`src/rtl/uart_arb_pkg.sv`:
```
// Shared types for the UART transmit-port arbiter.
package uart_arb_pkg;

  typedef enum logic [0:0] {
    StIdle,
    StBusy
  } arb_state_e;

  // Width of a requester index; never zero even for a single requester.
  function automatic int unsigned idx_w(int unsigned n);
    return (n > 1) ? $clog2(n) : 1;
  endfunction

endpackage

```
`src/rtl/rr_pick.sv`:
```
// Combinational round-robin search: first set request after ptr_i, wrapping modulo NumReq.
module rr_pick
  import uart_arb_pkg::*;
#(
  parameter int unsigned NumReq = 4,
  localparam int unsigned IdxW = idx_w(NumReq)
) (
  input  logic [NumReq-1:0] req_i,
  input  logic [IdxW-1:0]   ptr_i,
  output logic              any_o,
  output logic [IdxW-1:0]   idx_o
);

  logic [IdxW-1:0] cand;

  always_comb begin
    any_o = 1'b0;
    idx_o = '0;
    cand  = '0;
    // ptr_i itself is visited last, so the previous owner has lowest priority.
    for (int unsigned i = 1; i <= NumReq; i++) begin
      cand = IdxW'((32'(ptr_i) + i) % NumReq);
      if (!any_o && req_i[cand]) begin
        any_o = 1'b1;
        idx_o = cand;
      end
    end
  end

endmodule

```
`src/rtl/uart_tx_arbiter.sv`:
```
// Packet-atomic round-robin arbiter sharing one UART tx write port, with idle-owner eviction.
module uart_tx_arbiter
  import uart_arb_pkg::*;
#(
  parameter int unsigned NUM_REQ        = 4,
  parameter int unsigned TIMEOUT_CYCLES = 1024,
  parameter int unsigned CNT_WIDTH      = $clog2(TIMEOUT_CYCLES + 1)
) (
  input  logic                       clk,
  input  logic                       reset,
  input  logic [NUM_REQ-1:0]         req_valid,
  input  logic [NUM_REQ*8-1:0]       req_data,
  input  logic [NUM_REQ-1:0]         req_last,
  output logic [NUM_REQ-1:0]         req_ready,
  input  logic                       tx_full,
  output logic                       wr_uart,
  output logic [7:0]                 w_data,
  output logic [idx_w(NUM_REQ)-1:0]  owner,
  output logic                       busy,
  output logic                       abort_tick
);

  localparam int unsigned IdxW = idx_w(NUM_REQ);
  localparam logic [CNT_WIDTH-1:0] CntLast = CNT_WIDTH'(TIMEOUT_CYCLES - 1);

  arb_state_e           state_q, state_d;
  logic [IdxW-1:0]      owner_q, owner_d;
  logic [IdxW-1:0]      ptr_q, ptr_d;
  logic [CNT_WIDTH-1:0] cnt_q, cnt_d;
  logic                 abort_q, abort_d;
  logic                 pick_any;
  logic [IdxW-1:0]      pick_idx;
  logic                 own_valid, own_last, xfer;

  rr_pick #(
    .NumReq(NUM_REQ)
  ) u_pick (
    .req_i (req_valid),
    .ptr_i (ptr_q),
    .any_o (pick_any),
    .idx_o (pick_idx)
  );

  assign own_valid = req_valid[owner_q];
  assign own_last  = req_last[owner_q];
  assign xfer      = own_valid & ~tx_full;
  assign w_data    = req_data[{owner_q, 3'b000} +: 8];

  always_comb begin
    state_d   = state_q;
    owner_d   = owner_q;
    ptr_d     = ptr_q;
    cnt_d     = cnt_q;
    abort_d   = 1'b0;
    req_ready = '0;
    wr_uart   = 1'b0;
    unique case (state_q)
      StIdle: begin
        if (pick_any) begin
          owner_d = pick_idx;
          cnt_d   = '0;
          state_d = StBusy;
        end
      end
      StBusy: begin
        req_ready[owner_q] = ~tx_full;
        wr_uart            = xfer;
        if (xfer) begin
          cnt_d = '0;
          if (own_last) begin
            state_d = StIdle;
            ptr_d   = owner_q;
          end
        end else if (!own_valid && !tx_full) begin
          // Only owner silence counts; UART backpressure freezes the counter.
          if (cnt_q == CntLast) begin
            state_d = StIdle;
            ptr_d   = owner_q;
            cnt_d   = '0;
            abort_d = 1'b1;
          end else begin
            cnt_d = cnt_q + 1'b1;
          end
        end
      end
      default: state_d = StIdle;
    endcase
    if (reset) begin
      req_ready = '0;
      wr_uart   = 1'b0;
    end
  end

  always_ff @(posedge clk) begin
    if (reset) begin
      state_q <= StIdle;
      owner_q <= '0;
      ptr_q   <= IdxW'(NUM_REQ - 1);
      cnt_q   <= '0;
      abort_q <= 1'b0;
    end else begin
      state_q <= state_d;
      owner_q <= owner_d;
      ptr_q   <= ptr_d;
      cnt_q   <= cnt_d;
      abort_q <= abort_d;
    end
  end

  assign owner      = owner_q;
  assign busy       = (state_q == StBusy);
  assign abort_tick = abort_q;

endmodule

```
`config.mk`:
```
export PLATFORM = sky130hd
export DESIGN_NAME = uart_tx_arbiter
export DESIGN_NICKNAME = d
export VERILOG_FILES = /design/src/rtl/uart_arb_pkg.sv /design/src/rtl/rr_pick.sv /design/src/rtl/uart_tx_arbiter.sv
export SDC_FILE = /design/constraint.sdc
export NUM_CORES = 1
export LEC_CHECK = 0
export ABC_AREA = 1
export ABC_CLOCK_PERIOD_IN_PS = 1850
export BUFFER_PORTS_ARGS = -buffer_cell sky130_fd_sc_hd__clkbuf_2
export CAP_MARGIN = 40
export CORE_MARGIN = 1
export CORE_UTILIZATION = 45
export CTS_CLUSTER_DIAMETER = 200
export DETAILED_ROUTE_END_ITERATION = 8
export MAX_ROUTING_LAYER = met4
export PLACE_DENSITY = 0.72
export SLEW_MARGIN = 30
export SYNTH_ARGS = -nofsm -noshare
export SYNTH_HDL_FRONTEND = slang
export SYNTH_HIERARCHICAL = 1
export SYNTH_SLANG_ARGS = --single-unit
export TNS_END_PERCENT = 10
```
`constraint.sdc`:
```
create_clock -name clk -period 1.85 [get_ports clk]
set_input_delay 0.185 -clock clk [delete_from_list [all_inputs] [get_ports clk]]
set_output_delay 0.185 -clock clk [all_outputs]
set_load 0.1 [all_outputs]
```
==> results of run 1 <==
-- repair_timing --
item,in CTS,in global routing
endpoints found under the setup margin,4,11
gates resized for setup,1,8
pin swaps,0,0
-- how the worst min path moves through the flow --
stage | end | cells after the start
after global placement | cnt_q[10] | 2
after CTS | cnt_q[10] | 2
final | cnt_q[10] | 2
after detailed placement | cnt_q[10] | 2
after global routing | cnt_q[10] | 2
after floorplan | busy | 1
-- cell usage after synthesis (all sizes together) --
cell type / number / share of area
nand2: 82 / 0.27
inv: 24 / 0.066
nor2: 24 / 0.10
nand3: 20 / 0.074
dfxtp: 17 / 0.23
a22oi: 14 / 0.071
o21ai: 11 / 0.042
a21oi: 9 / 0.030
nand4: 7 / 0.029
nor3: 4 / 0.013
buf: 3 / 0.023
o22ai: 2 / 0.0084
xor2: 2 / 0.012
clkbuf: 1 / 0.0025
ha: 1 / 0.0084
nand3b: 1 / 0.0051
o211ai: 1 / 0.0051
o21a: 1 / 0.0051
xnor2: 1 / 0.0059
-- per-stage QoR --
step	instance area, um^2	utilization	setup TNS [ns]	power, mW	instances
floorplan	1600	-	-0.880	1.59	225
global placement	2130	0.688	0	2.04	328
detailed placement	2130	0.688	-0.0559	2.05	328
CTS	2160	0.697	0	2.25	332
global route	2180	0.702	-0.0498	2.36	332
finish	2180	0.702	0	2.25	332
-- sequential cells by signal, indices dropped and copies added (netlist names) --
name	count
abort_tick	1
busy	1
cnt_q	11
owner	2
ptr_q	2
-- per-layer routing --
metal | track usage | up-vias
li1 | - | 879
met1 | 0.301 | 751
met2 | 0.411 | 62
met3 | 0.0459 | 4
met4 | 0.0612 | 0
met5 | - | -
-- worst max-delay path, stage by stage (launching register included) --
cell     delay, ns
dfxtp_4       0.52
nand2_1       0.19
inv_4         0.14
a22oi_1       0.10
nand2_1       0.11
buf_12        0.18
-- area by class of cell --
| cell class | count | area, um^2 | share of cell area |
|---|---|---|---|
| clock buffer | 4 | 26.3 | 0.0121 |
| inverter | 24 | 115 | 0.0528 |
| multi-input combinational | 180 | 1100 | 0.507 |
| sequential | 17 | 357 | 0.164 |
| tap | 44 | 55.1 | 0.0253 |
| timing repair buffer | 63 | 520 | 0.239 |
-- power breakdown --
group          internal, mW  switching, mW
sequential            0.394         0.0807
combinational         0.510           1.06
clock                0.0839          0.118
total                 0.988           1.26
-- cell families after synthesis --
logic type                 after synthesis  synth area share
buffers and inverters                   28            0.0910
adders and majority gates                1           0.00842
AOI/OAI and AO/OA                       38             0.162
and+or+nand+nor                        138             0.492
xor gates and xnor gates                 3            0.0177
DFF                                     17             0.229
-- cell usage in the layout (no fill, tap or decap), types with 6 or more instances in the layout --
cell type  count
nand3_1       18
nand2_2       12
nor2_4         6
buf_12        13
o21ai_0        6
dfxtp_1       12
inv_1         16
nor2_1        15
a21oi_1        9
nand4_1        7
clkbuf_2      46
nand2_1       59
a22oi_1       14
nand2_4        9
==> summary.md, run 1 <==
| Metric | Value |
|---|---|
| Largest net degree at the start of global routing | `12` |
| Setup Buffers After CTS | `0` |
| Wirelength per Cell | `11.7 um` |
| Fin Hold WS | `0.154 ns` |
| Vias per inst | `between 5 and 6` |
| Library cells used by synthesis | `29` |
| Starting density of the core | `0.479` |
| Peak supply drop | `743 uV` |
| P per Cell Area | `between 1000 and 1500 nW/um^2` |
| HPWL Detailed | `3.23 mm` |
| Core footprint | `3100 um^2` |
| GRT Util Overall | `0.245` |
| Port bufs | `59` |
| Std cell rows | `20` |
| Post-Synthesis Net Count | `269` |
| CTS tree | `yes` |
| Setup crit end | `w_data[2]` |
| Area growth syn-to-layout | `46.7%` |
| Share of cells above drive strength 1 | `0.406` |
| Arr. time, crit path | `1.54 ns` |
| Met3 routed wirelength | `273 um` |
| Max layer used | `met4` |
| Root Buffer | `clkbuf_4` |
| DP Worst Slack | `-0.0189 ns` |
| Lkg Pwr | `slightly below 1 nW` |
| Ports | `60` |
| CP Launch Type | `flop` |
| CP Launch Point | `owner[0]` |
| Seq/Total Area, Yosys | `0.229` |
| First-pass GRT wire length | `between 6 and 7 mm` |
| Post-route minimum period | `roughly 1.7 ns` |
| Routed wire length | `between 3 and 4 mm` |
| Post-Synthesis Cells | `between 200 and 250` |
| Yosys warning count | `6` |
| CTS Buf Count | `3` |
| Clock Sinks | `17` |
| Hold_buf cts | `0` |
| Final setup violation count | `0` |
| Post-synthesis instance area | `1490 um^2` |
| Hold Vio Cnt, Final | `0` |
| H-Tree Depth | `1` |
| Grt ovf | `0` |
| Iter 0 DRT Violations | `74` |
| DRC | `0` |
| Period utilisation layout | `0.933` |
| Critical Path Fanout Max | `11` |
| Vias in the first global route | `around 1500` |
| Initial antenna violation count | `0` |
| Register bit count reported by yosys | `17` |
| Diode count | `0` |
| Data required, critical path | `roughly 1.7 ns` |
| DR vias | `1696` |
| FF-to-FF path depth | `13` |
| Number of fill cells | `289` |
| Fmax | `roughly 0.58 GHz` |
| RSZ-0062 raised after global routing | `true` |
| 1st-pass router iterations | `4` |
| Metal-1 WL | `1.69 mm` |
| Worst Max-Slew Pin Slew | `0.541 ns` |
| R2r startpoint | `ptr_q[0]` |
| Die X-Extent | `59.5 um` |
| Routed wl met2 | `1.88 mm` |
| Max Root-Sink Buffers | `2` |
| Die Footprint | `3530 um^2` |
| Die H | `59.5 um` |
| Setup ws final | `0.125 ns` |
| Hold Crit Class | `in -> reg` |
| Crit. End Element | `primary output` |
| Clk_skew | `0.00348 ns` |
| Reg2Reg Setup Slack | `~0.15 ns` |
| Post-route ant nets | `0` |
| Synth Area per Inst | `6.60 um^2` |
| RePlAce Congestion | `~0.9` |
| Min-delay src | `reset` |
| FF-to-FF End | `cnt_q[3]` |
| Clk_lat worst skew | `0.29 ns` |
| # nets final | `roughly 330` |
| Max-Cap Viols | `0` |
| Slew HR | `0.641` |
| Setup Crit Path Kind | `reg -> out` |
| Outcome | `finished, final reports clean` |
| Slew Limit Fails | `0` |
| Clock transition at path regs | `0.10 ns` |
Power figures use the tool's default switching activity.
==> run 2: changes to the inputs <==
REMOVE_ABC_BUFFERS = 1   (was default)
==> summary.md, run 2 (synthesis gave the netlist of run 1 again) <==
| Metric | Value |
|---|---|
| Outcome | `finished, final reports clean` |
| Hold path cells | `2` |
| Post-route ant nets | `0` |
| Max-Cap Viols | `0` |
| Seq. cell area | `~350 um^2` |
| Reg2Reg Setup Slack | `0.20 ns` |
| Critical Path Fanout Max | `10` |
| Starting density of the core | `0.479` |
| Slowest stage cell, crit path | `dfxtp_2` |
| Setup Crit Path Kind | `reg -> out` |
| Fmax | `0.555 GHz` |
| Ports | `60` |
| Clk_lat worst skew | `0.29 ns` |
| Largest net degree at the start of global routing | `12` |
| Min-delay src | `reset` |
| Std cell rows | `20` |
| FF-to-FF path depth | `12` |
| Initial antenna violation count | `0` |
| Routed wire length | `3.82 mm` |
| Largest register FFs | `11` |
| FF-to-FF End | `cnt_q[7]` |
| Max Root-Sink Buffers | `2` |
| H-Tree Depth | `1` |
| Slew HR | `0.637` |
| Cell Chain, Critical Path | `buf_4 > nor2_8 > nand2_2 > nand2_2 > nor2_8 > nor2_1 > buf_12` |
| R2r startpoint | `ptr_q[0]` |
| Area growth syn-to-layout | `40.4%` |
| RSZ-0062 raised after global routing | `true` |
| Core footprint | `just over 3000 um^2` |
| Vias in the first global route | `1488` |
| Data required, critical path | `1.66 ns` |
| Share of cells above drive strength 1 | `0.378` |
| 1st-pass router iterations | `4` |
| Port bufs | `59` |
| Number of fill cells | `between 300 and 400` |
| DR vias | `~1700` |
| Commonest cells after routing, fill and taps aside | `nand2_1 (62), clkbuf_2 (46), nor2_1 (18), nand3_1 (18), inv_1 (17)` |
| Final Util | `0.672` |
| RePlAce Congestion | `0.952` |
| Multi-input logic area | `between 1000 and 1500 um^2` |
| Final setup violation count | `0` |
| Clock transition at path regs | `0.10 ns` |
| Hold Vio Cnt, Final | `0` |
| Period utilisation layout | `0.973` |
| Grt ovf | `0` |
| Clock Sinks | `17` |
| Hold_buf cts | `0` |
| Wirelength per Cell | `11.4 um` |
| Arr. time, crit path | `around 1.6 ns` |
| Vias per inst | `~5` |
| # nets final | `about 340` |
| GRT Util Overall | `0.238` |
| Worst path max stage delay | `between 0.3 and 0.4 ns` |
| CP Launch Type | `flop` |
| Die H | `roughly 59 um` |
| First-pass GRT wire length | `6.23 mm` |
| DRC | `0` |
| Setup ws final | `0.0497 ns` |
| Worst Max-Slew Pin Slew | `0.547 ns` |
| Crit. End Element | `primary output` |
| HPWL Detailed | `3.13 mm` |
| Peak supply drop | `approximately 450 uV` |
| Post-route minimum period | `1.80 ns` |
| Clk_skew | `around 0.011 ns` |
| Worst hold endpoint | `cnt_q[10]` |
| Diode count | `0` |
| Die Footprint | `between 3000 and 4000 um^2` |
| Lkg Pwr | `0.972 nW` |
| Slew Limit Fails | `0` |
| Die X-Extent | `between 50 and 60 um` |
| Largest register by flop count | `cnt_q` |
| Iter 0 DRT Violations | `88` |
| CTS Buf Count | `3` |
| Root Buffer | `clkbuf_4` |
| P per Cell Area | `1050 nW/um^2` |
| Hold Crit Class | `in -> reg` |
| DP Worst Slack | `-0.0382 ns` |
| CTS tree | `yes` |
| Most common cell after layout, fill and taps aside | `nand2_1` |
run 2: cell count changes in the layout (fill, tap and decap cells not counted), sizes merged:
cell  change
buf       +3
run 2: worst max-delay path: cells and delay by family, from the launching register on:
family / cells / cell delay (ns)
buffers and inverters: 2 / 0.37
DFF: 1 / 0.39
and+or+nand+nor: 5 / 0.55
run 2: per-stage QoR:
| stage | TNS [ns] | area [um^2] | total power, mW | instances | hold slack [ns] |
|---|---|---|---|---|---|
| after global routing | -0.182 | 2080 | 2.30 | 335 | 0.124 |
| after global placement | 0 | 2050 | 1.98 | 331 | 0.432 |
| after CTS | 0 | 2080 | 2.19 | 335 | 0.114 |
| after detailed placement | -0.0640 | 2050 | 1.99 | 331 | 0.437 |
| final | 0 | 2080 | 2.18 | 335 | 0.132 |
| after floorplan | -18.32 | 1450 | 1.49 | 221 | 0.254 |
run 2: power by group:
group	internal (mW)	switching (mW)
Clock	0.0839	0.114
Combinational	0.508	1.04
Sequential	0.390	0.0498
Total	0.982	1.20
run 2: layer usage:
| layer | vias up | share of wire | track usage |
|---|---|---|---|
| li1 | 886 | - | - |
| met1 | 747 | 0.44 | 0.264 |
| met2 | 65 | 0.47 | 0.421 |
| met3 | 4 | 0.080 | 0.0590 |
| met4 | 0 | 0.012 | 0.0646 |
| met5 | - | 0 | - |
run 2: timing repair:
| action | 4_1_cts | 5_1_grt |
|---|---|---|
| endpoints found under the setup margin | 12 | 13 |
| setup buffers | 0 | 0 |
| resized for setup | 3 | 5 |
run 2: cell type report:
type,count,area share
well taps,44,0.0264
flip-flops and latches,17,0.167
clock buffers,4,0.0126
repair buffers,66,0.261
multi-input cells,180,0.487
inverters,24,0.0468
run 2: worst max path at each step:
stage	startpoint	endpoint	slack, ns	cells after the start
2_1_floorplan	busy	req_ready[0]	-2.02	4
3_3_place_gp	ptr_q[0]	cnt_q[9]	0.06	12
3_5_place_dp	ptr_q[0]	cnt_q[7]	-0.04	12
4_1_cts	owner[0]	wr_uart	0.03	7
5_1_grt	busy	req_ready[0]	-0.08	5
6_report	owner[0]	wr_uart	0.05	7
